**src/rtl/zynet_inference_ctrl_if.sv**
```systemverilog
// Handshake and data bundle between the zyNet inference controller
// and its environment (input serializer, zyNet core, result sink).
interface zynet_inference_ctrl_if #(
    parameter int OUTPUT_SIZE = 10,
    parameter int WORD_SIZE   = 16,
    parameter int CNT_WIDTH   = 16
);
    localparam int CLS_W = (OUTPUT_SIZE > 1) ? $clog2(OUTPUT_SIZE) : 1;

    logic                                  frame_valid_i;
    logic                                  frame_ready_o;
    logic                                  net_start_o;
    logic                                  net_valid_i;
    logic [OUTPUT_SIZE-1:0][WORD_SIZE-1:0] net_data_i;
    logic                                  net_yumi_o;
    logic                                  valid_o;
    logic                                  yumi_i;
    logic [CLS_W-1:0]                      class_o;
    logic [WORD_SIZE-1:0]                  score_o;
    logic                                  busy_o;
    logic                                  timeout_o;
    logic [CNT_WIDTH-1:0]                  frame_count_o;

    modport master (
        input  frame_valid_i,
        output frame_ready_o,
        output net_start_o,
        input  net_valid_i,
        input  net_data_i,
        output net_yumi_o,
        output valid_o,
        input  yumi_i,
        output class_o,
        output score_o,
        output busy_o,
        output timeout_o,
        output frame_count_o
    );

    modport slave (
        output frame_valid_i,
        input  frame_ready_o,
        input  net_start_o,
        output net_valid_i,
        output net_data_i,
        input  net_yumi_o,
        input  valid_o,
        output yumi_i,
        input  class_o,
        input  score_o,
        input  busy_o,
        input  timeout_o,
        input  frame_count_o
    );
endinterface

```
**src/rtl/zynet_inference_ctrl.sv**
```systemverilog
// One-inference-at-a-time sequencer for zyNet: start, wait with
// watchdog, serial signed argmax, result on a valid/yumi handshake.
module zynet_inference_ctrl #(
    parameter int OUTPUT_SIZE    = 10,
    parameter int WORD_SIZE      = 16,
    parameter int TIMEOUT_CYCLES = 4096,
    parameter int CNT_WIDTH      = 16
) (
    input  logic                   clk_i,
    input  logic                   reset_i,
    zynet_inference_ctrl_if.master bus
);
    localparam int IW = (OUTPUT_SIZE > 1) ? $clog2(OUTPUT_SIZE) : 1;
    localparam int TW = (TIMEOUT_CYCLES > 1) ? $clog2(TIMEOUT_CYCLES) : 1;
    localparam bit WDOG_EN = (TIMEOUT_CYCLES != 0);
    localparam logic [IW-1:0] LAST_IDX = IW'(OUTPUT_SIZE - 1);
    localparam logic [TW-1:0] T_LAST =
        TW'((TIMEOUT_CYCLES > 0) ? TIMEOUT_CYCLES - 1 : 0);

    typedef enum logic [2:0] {
        S_IDLE,
        S_START,
        S_WAIT,
        S_ARGMAX,
        S_DONE
    } state_t;

    state_t                                state_q, state_d;
    logic [OUTPUT_SIZE-1:0][WORD_SIZE-1:0] vec_q, vec_d;
    logic signed [WORD_SIZE-1:0]           best_q, best_d;
    logic signed [WORD_SIZE-1:0]           cur_w;
    logic [IW-1:0]                         best_idx_q, best_idx_d;
    logic [IW-1:0]                         idx_q, idx_d;
    logic [TW-1:0]                         timer_q, timer_d;
    logic                                  timeout_q, timeout_d;
    logic [CNT_WIDTH-1:0]                  cnt_q, cnt_d;
    logic                                  expire;

    // State and datapath registers; reset drops any in-flight inference.
    always_ff @(posedge clk_i) begin
        if (reset_i) begin
            state_q    <= S_IDLE;
            vec_q      <= '0;
            best_q     <= '0;
            best_idx_q <= '0;
            idx_q      <= '0;
            timer_q    <= '0;
            timeout_q  <= 1'b0;
            cnt_q      <= '0;
        end else begin
            state_q    <= state_d;
            vec_q      <= vec_d;
            best_q     <= best_d;
            best_idx_q <= best_idx_d;
            idx_q      <= idx_d;
            timer_q    <= timer_d;
            timeout_q  <= timeout_d;
            cnt_q      <= cnt_d;
        end
    end

    // Next-state logic: sequencing, watchdog and one-word-per-cycle argmax.
    always_comb begin
        state_d    = state_q;
        vec_d      = vec_q;
        best_d     = best_q;
        best_idx_d = best_idx_q;
        idx_d      = idx_q;
        timer_d    = timer_q;
        timeout_d  = timeout_q;
        cnt_d      = cnt_q;
        cur_w      = vec_q[idx_q];
        expire     = WDOG_EN && (timer_q == T_LAST);

        unique case (state_q)
            S_IDLE: begin
                if (bus.frame_valid_i) begin
                    state_d = S_START;
                end
            end
            S_START: begin
                timer_d = '0;
                state_d = S_WAIT;
            end
            S_WAIT: begin
                // A result arriving on the expiry cycle still wins.
                if (bus.net_valid_i) begin
                    vec_d      = bus.net_data_i;
                    best_d     = bus.net_data_i[0];
                    best_idx_d = '0;
                    idx_d      = IW'(1);
                    state_d    = (OUTPUT_SIZE == 1) ? S_DONE : S_ARGMAX;
                end else if (expire) begin
                    timeout_d = 1'b1;
                    state_d   = S_IDLE;
                end else begin
                    timer_d = timer_q + 1'b1;
                end
            end
            S_ARGMAX: begin
                // Strict compare keeps the lower index on ties.
                if (cur_w > best_q) begin
                    best_d     = cur_w;
                    best_idx_d = idx_q;
                end
                if (idx_q == LAST_IDX) begin
                    state_d = S_DONE;
                end else begin
                    idx_d = idx_q + 1'b1;
                end
            end
            S_DONE: begin
                if (bus.yumi_i) begin
                    cnt_d   = cnt_q + 1'b1;
                    state_d = S_IDLE;
                end
            end
            default: begin
                state_d = S_IDLE;
            end
        endcase
    end

    // Pulses are masked during reset so an aborted START/WAIT emits nothing.
    assign bus.frame_ready_o = (state_q == S_IDLE);
    assign bus.net_start_o   = (state_q == S_START) && !reset_i;
    assign bus.net_yumi_o    = (state_q == S_WAIT) && bus.net_valid_i
                               && !reset_i;
    assign bus.valid_o       = (state_q == S_DONE);
    assign bus.class_o       = best_idx_q;
    assign bus.score_o       = best_q;
    assign bus.busy_o        = (state_q != S_IDLE);
    assign bus.timeout_o     = timeout_q;
    assign bus.frame_count_o = cnt_q;
endmodule

```
**src/flat_wrapper.sv**
```systemverilog
// flat-port wrapper written by rule: the top's interface ports become plain ports
module zynet_inference_ctrl_flat 
#(
    parameter int OUTPUT_SIZE    = 10,
    parameter int WORD_SIZE      = 16,
    parameter int TIMEOUT_CYCLES = 4096,
    parameter int CNT_WIDTH      = 16
)
  (clk_i, reset_i, bus_frame_valid_i, bus_frame_ready_o, bus_net_start_o, bus_net_valid_i, bus_net_data_i, bus_net_yumi_o, bus_valid_o, bus_yumi_i, bus_class_o, bus_score_o, bus_busy_o, bus_timeout_o, bus_frame_count_o);
  zynet_inference_ctrl_if #(.OUTPUT_SIZE(OUTPUT_SIZE), .WORD_SIZE(WORD_SIZE), .CNT_WIDTH(CNT_WIDTH)) bus_i ();
  input  logic clk_i;
  input  logic reset_i;
  input wire logic [$bits(bus_i.frame_valid_i)-1:0] bus_frame_valid_i;
  output wire logic [$bits(bus_i.frame_ready_o)-1:0] bus_frame_ready_o;
  output wire logic [$bits(bus_i.net_start_o)-1:0] bus_net_start_o;
  input wire logic [$bits(bus_i.net_valid_i)-1:0] bus_net_valid_i;
  input wire logic [$bits(bus_i.net_data_i)-1:0] bus_net_data_i;
  output wire logic [$bits(bus_i.net_yumi_o)-1:0] bus_net_yumi_o;
  output wire logic [$bits(bus_i.valid_o)-1:0] bus_valid_o;
  input wire logic [$bits(bus_i.yumi_i)-1:0] bus_yumi_i;
  output wire logic [$bits(bus_i.class_o)-1:0] bus_class_o;
  output wire logic [$bits(bus_i.score_o)-1:0] bus_score_o;
  output wire logic [$bits(bus_i.busy_o)-1:0] bus_busy_o;
  output wire logic [$bits(bus_i.timeout_o)-1:0] bus_timeout_o;
  output wire logic [$bits(bus_i.frame_count_o)-1:0] bus_frame_count_o;
  assign bus_i.frame_valid_i = bus_frame_valid_i;
  assign bus_frame_ready_o = bus_i.frame_ready_o;
  assign bus_net_start_o = bus_i.net_start_o;
  assign bus_i.net_valid_i = bus_net_valid_i;
  assign bus_i.net_data_i = bus_net_data_i;
  assign bus_net_yumi_o = bus_i.net_yumi_o;
  assign bus_valid_o = bus_i.valid_o;
  assign bus_i.yumi_i = bus_yumi_i;
  assign bus_class_o = bus_i.class_o;
  assign bus_score_o = bus_i.score_o;
  assign bus_busy_o = bus_i.busy_o;
  assign bus_timeout_o = bus_i.timeout_o;
  assign bus_frame_count_o = bus_i.frame_count_o;
  zynet_inference_ctrl #(.OUTPUT_SIZE(OUTPUT_SIZE), .WORD_SIZE(WORD_SIZE), .TIMEOUT_CYCLES(TIMEOUT_CYCLES), .CNT_WIDTH(CNT_WIDTH)) u_core (.clk_i(clk_i), .reset_i(reset_i), .bus(bus_i));
endmodule
```
**config.mk**
```make
export PLATFORM = sky130hd
export DESIGN_NAME = zynet_inference_ctrl_flat
export DESIGN_NICKNAME = d
export VERILOG_FILES = /design/src/rtl/zynet_inference_ctrl_if.sv /design/src/rtl/zynet_inference_ctrl.sv /design/src/flat_wrapper.sv
export SDC_FILE = /design/constraint.sdc
export NUM_CORES = 1
export LEC_CHECK = 0
export CORE_AREA = 2 2 170 172
export DETAILED_ROUTE_END_ITERATION = 6
export DIE_AREA = 0 0 172 174
export PLACE_DENSITY = 0.63
export SYNTH_ARGS = -nofsm -noshare
export SYNTH_HDL_FRONTEND = slang
export SYNTH_SLANG_ARGS = --single-unit
```
**constraint.sdc**
```tcl
create_clock -name clk_i -period 8.31 [get_ports clk_i]
set_input_delay 0.831 -clock clk_i [delete_from_list [all_inputs] [get_ports clk_i]]
set_output_delay 0.831 -clock clk_i [all_outputs]
set_load 0.01 [all_outputs]
```
# After elaboration in Yosys (flattened, before gate mapping)
# Index checks and enable logic that the tools add are counted.
totals:
  word_cells: 73
  input_bits: 165
  reg_bits: 216
op_classes:
  n_bitwise: 1
  n_eq_ne: 15
  add_sub_neg: 3
  n_lt_le_gt_ge: 2
  reduce_logical: 15
  n_mux: 20
ops:
  columns: ["cell", "count"]
  rows:
  - ["16-bit binary-select mux with 4-bit select", 1]
  - ["16-bit two-way mux", 3]
  - ["16-bit case mux with 2 select lines", 1]
  - ["12-bit two-way mux", 2]
  - ["12-bit case mux with 2 select lines", 1]
  - ["16-bit by 1-bit adder with 16-bit output (second input constant)", 1]
  - ["16-bit > comparator", 1]
  - ["4-bit two-way mux", 4]
  - ["4-bit case mux with 2 select lines", 2]
  - ["3-bit two-way mux", 5]
  - ["3-bit case mux with 5 select lines", 1]
  - ["12-bit by 1-bit adder with 12-bit output (second input constant)", 1]
  - ["12-bit equality test (second input constant)", 1]
  - ["3-bit AND reduction", 4]
  - ["2-bit != test (second input constant)", 5]
  - ["3-bit by 2-bit equality test with 1-bit output (second input constant)", 2]
  - ["2-bit by 1-bit != test with 1-bit output (second input constant)", 3]
  - ["4-bit by 5-bit < comparator with 1-bit output (second input constant)", 1]
  - ["4-bit by 1-bit adder with 4-bit output (second input constant)", 1]
  - ["4-bit equality test (second input constant)", 1]
  - ["2-bit AND reduction", 2]
  - ["4-bit AND reduction", 1]
  - ["2-bit nonzero test", 2]
  - ["3-bit by 1-bit equality test with 1-bit output (second input constant)", 1]
  - ["other kinds (7)", 9]

# Logic depth before layout (Yosys ltp)
logic_depth:
  depth_word: 5
  ltp_mapped: 14

# Least setup slack after synthesis
# OpenSTA, ideal clock, no wires.
synth_timing:
  path_type: "flip-flop to flip-flop"
  from: "register u_core.idx_q[2]"
  to: "register u_core.best_q[10] (netlist: u_core.bus.score_o[10])"
  setup_time_ps: 134
  arrival_ps: 3127
  stages_incl_launch_ff: 15
  path_slack_ps: 5049
  path_cell_list: "dfxtp_1 -> buf_4 -> buf_4 -> mux4_2 -> mux2i_1 -> o22ai_1 -> ha_1 -> a21oi_1 -> o21a_1 -> o22ai_1 -> o31ai_1 -> and2_1 -> clkbuf_1 -> clkbuf_1 -> a211oi_1"
synth_between:
  elab_chain_cells: 5
  elab_cells_between_ends: 7
  cone_classes: "1 x order compare; 1 x eq/ne; 4 x mux; 1 x reduce/logical"
synth_rtl:
  columns: ["item", "line_no", "source"]
  rows:
  - ["from (decl)", "zynet_inference_ctrl.sv:33", "logic [IW-1:0] idx_q, idx_d;"]
  - ["from (signal assigned)", "zynet_inference_ctrl.sv:55", "idx_q <= idx_d;"]
  - ["16-bit binary-select mux with 4-bit select (*)", "zynet_inference_ctrl.sv:72", "cur_w = vec_q[idx_q];"]
  - ["16-bit two-way mux (implied by the code) (*)", "zynet_inference_ctrl.sv:72", null]
  - ["16-bit > comparator", "zynet_inference_ctrl.sv:102", "if (cur_w > best_q) begin"]
  - ["2-bit by 1-bit != test with 1-bit output (no source line)", null, null]
  - ["3-bit AND reduction (no source line)", null, null]
  - ["to (signal assigned)", "zynet_inference_ctrl.sv:53", "best_q <= best_d;"]
  - ["to (decl)", "zynet_inference_ctrl.sv:30", "logic signed [WORD_SIZE-1:0] best_q, best_d;"]
# Every way passes the cells marked *; elsewhere a longest branch is shown, timed or not. The select of a mux whose other input is x is not followed.
# A chain may end at the register's enable or synchronous reset.

# Final worst setup path
layout_timing:
  from: "register u_core.idx_q[2]"
  to: "register u_core.best_q[15] (netlist: u_core.bus.score_o[15])"
# The elaborated chain is that of the path after synthesis.

==> out/results.ini <==
[status]
status = completed

[power]
p_leak_nw = 4.13
p_per_area_nw_per_um2 = 247
ir_drop_mv = 0.151
p_total_mw = 3.14

[grt]
groute.layer.met1.usage_pct = 27.0
busiest_layer = met2
grt_start_max_net_pins = 109
track_usage_pct = 19.6
grt_pass1_vias = 8199
grt_pass1_wl_um = 45700
gr-usage-met2_pct = 31.5
grt_remaining_overflow = 0
use_met3_pct = 3.96
antenna_found_initial = 0

[critical_path]
critical_path_required_ps = 8660
crit_type = register to register
r2r_setup_slack_ps = 4380
worst-path-max-fanout = 30
cp-end-kind = register
regToRegStartpoint = u_core.idx_q[2]
r2r-end = u_core.bus.score_o[15]
worstRegToRegCells = 12
crit_arrival_ps = 4280
crit_path_start_kind = register

[finish]
final_cell_mix = 342 x nand2_1, 213 x dfxtp_1, 205 x clkdlybuf4s50_1
drive_gt1_share_pct = 8.09
num_antenna_cells = 0
final_common_cell = nand2_1
area_delta_synth_final_pct = 30.6
nNetsFinal = 1481
final_util_pct = 45.0

[clock_network]
tritoncts = yes
cts_resized = 0
htreeDepth = 1
cts.sinks = 216
clock_latency_ps = 520
cts_buffers = 24
clk_path_buf_depth = 3
hold_buffers = 0
root_buffer = clkbuf_16
path_clk_slew_ps = 60
post_cts_buffers = 0

[hold_path]
hold_end = u_core.vec_q[127]
min-delay-start = u_core.vec_q[127]
hp-class = register to register
hold_depth = 2

[logic_synthesis]
ys_warn_count = 0
synth_mux_area_share_pct = 13.0
synth_top_family_by_area = simple AND/OR/NAND/NOR gates
synthFlopType = dfxtp_1
synth_compound_area_share_pct = 14.6
yosys_register_bits = 216
synth_simple_gate_area_share_pct = 18.6
ys_seq_area_share_pct = 44.5
avgSynthCellArea_um2 = 8.48
synth_edf_count = 0
ys_types = 46
syn_nets = 1331
async_flop_share_pct = 0
synthCells = 1146
synth_adder_area_share_pct = 2.57
synth-xor-area-share_pct = 2.16
syn_area_um2 = 9720

[detailed_routing]
final_antenna_net_count = 0
first_pass_iters = 6
via_count = 8538
vias_per_cell = 5.04
wl_per_cell_um = 17.8
first_iter_violations = 613
wl_um = 30200
drc = 0

[floorplan]
die_y_um = 174
die_area_um2 = 29900
initial_core_util_pct = 34.4
core-area_um2 = 28200
dieWidth_um = 172
row_count = 62
pin_count = 207

[place]
dp_hpwl_um = 22600
place.gp.congestion = 0.901
dp_worst_setup_slack_ps = 4390
io_buffers = 206

[sta]
final_max_slew_viol_count = 0
setup_viol = 0
period_share_pct = 47.3
finalWorstSetupSlack_ps = 4380
hold_violations = 0
tns_ps = 0
rsz0062_at_grt = false
tightest_slew_ps = 1120
slew_headroom_pct = 25.2
fin_skew_ps = 16.7
fin_crit_ps = 3930
fmaxAchievable_mhz = 254

[job]
maxCapViolCount = 0

==> critical path: stages (launching register included) <==
cell      delay [ps]
dfxtp_2          420
buf_4            490
mux4_2           610
mux2i_1          250
o22ai_1          160
ha_1             330
nand4_1           90
nor4_1           330
nor3_1           100
o31ai_2           70
buf_4            270
and2_1           490
a211oi_1         150
==> state kept, by name, indices dropped and copies added (netlist names) <==
signal / flops
u_core.vec_q: 160
u_core.state_q: 3
u_core.timer_q: 12
u_core.bus.timeout_o: 1
u_core.bus.frame_count_o: 16
u_core.bus.class_o: 4
u_core.idx_q: 4
u_core.bus.score_o: 16
==> layer usage <==
| metal | up-vias | routed length (µm) |
|---|---|---|
| met5 | - | 0 |
| met1 | 4020 | 13600 |
| met2 | 265 | 13900 |
| met3 | 36 | 2040 |
| li1 | 4217 | - |
| met4 | 0 | 607 |
==> area by class of cell <==
type / count / area [µm²]
fillers: 2796 / 15500
repair buffers: 213 / 2120
inverters: 22 / 82.6
clock inverters: 6 / 36.3
flip-flops and latches: 216 / 4330
multi-input cells: 819 / 4960
clock buffers: 35 / 693
well taps: 384 / 480
==> worst max-delay path by stage <==
stage,endpoint,slack [ps],startpoint,depth (start not counted)
after CTS,bus_net_yumi_o,4330,u_core.state_q[2],4
final,u_core.bus.score_o[15],4380,u_core.idx_q[2],12
after floorplan,u_core.bus.score_o[10],5050,u_core.idx_q[2],14
after global routing,u_core.bus.score_o[0],4050,u_core.idx_q[1],11
after detailed placement,u_core.bus.score_o[9],4390,u_core.idx_q[2],12
after global placement,u_core.bus.score_o[5],4470,bus_net_valid_i,5
==> cells by family (layout without fill, tap and decap cells) <==
logic type / after synthesis / count (layout)
flops: 216 / 216
buf+inv: 111 / 276
simple gates: 440 / 440
xor+xnor: 24 / 24
fa+ha+maj: 20 / 20
mux: 84 / 84
compound gates: 251 / 251
==> power breakdown <==
part | internal, mW | switching [mW] | leakage, nW | total, mW
Clock | 0.576 | 0.414 | 0.358 | 0.990
Sequential | 1.17 | 0.137 | 1.75 | 1.31
Combinational | 0.379 | 0.468 | 2.02 | 0.847
==> synth_stat cells (2+ instances only) <==
| library cell | instances | area [µm²] |
|---|---|---|
| nand4_1 | 11 | 68.8 |
| a2111oi_2 | 4 | 60.1 |
| nor3b_1 | 2 | 15.0 |
| and2_1 | 5 | 31.3 |
| dfxtp_1 | 216 | 4320 |
| and3_1 | 3 | 18.8 |
| o211ai_1 | 2 | 15.0 |
| and3_4 | 2 | 22.5 |
| o21a_1 | 2 | 15.0 |
| nand2b_1 | 5 | 31.3 |
| buf_4 | 3 | 22.5 |
| xnor2_1 | 15 | 131 |
| buf_2 | 10 | 50.1 |
| mux2_2 | 19 | 214 |
| nand2_1 | 343 | 1290 |
| inv_1 | 22 | 82.6 |
| xor2_1 | 9 | 78.8 |
| a21oi_1 | 192 | 961 |
| a211oi_1 | 25 | 188 |
| o22ai_1 | 16 | 100 |
| ha_1 | 20 | 250 |
| or3_1 | 4 | 25.0 |
| nor3_1 | 5 | 25.0 |
| mux4_2 | 32 | 721 |
| nand3_1 | 10 | 50.1 |
| nor2_1 | 38 | 143 |
| buf_1 | 6 | 22.5 |
| mux2i_1 | 33 | 330 |
| o21ai_0 | 3 | 15.0 |
| nand3b_1 | 4 | 30.0 |
| nor2b_1 | 2 | 12.5 |
| clkbuf_1 | 69 | 259 |
==> per-stage QoR <==
stage,cells,instance area (µm²),hold WS (ps)
after CTS,1695,12700,454
after floorplan,1146,9720,433
after detailed placement,1654,12000,446
after global routing,1695,12700,475
final,1695,12700,453
after global placement,1654,12000,440
(Power assumes the default switching activity.)
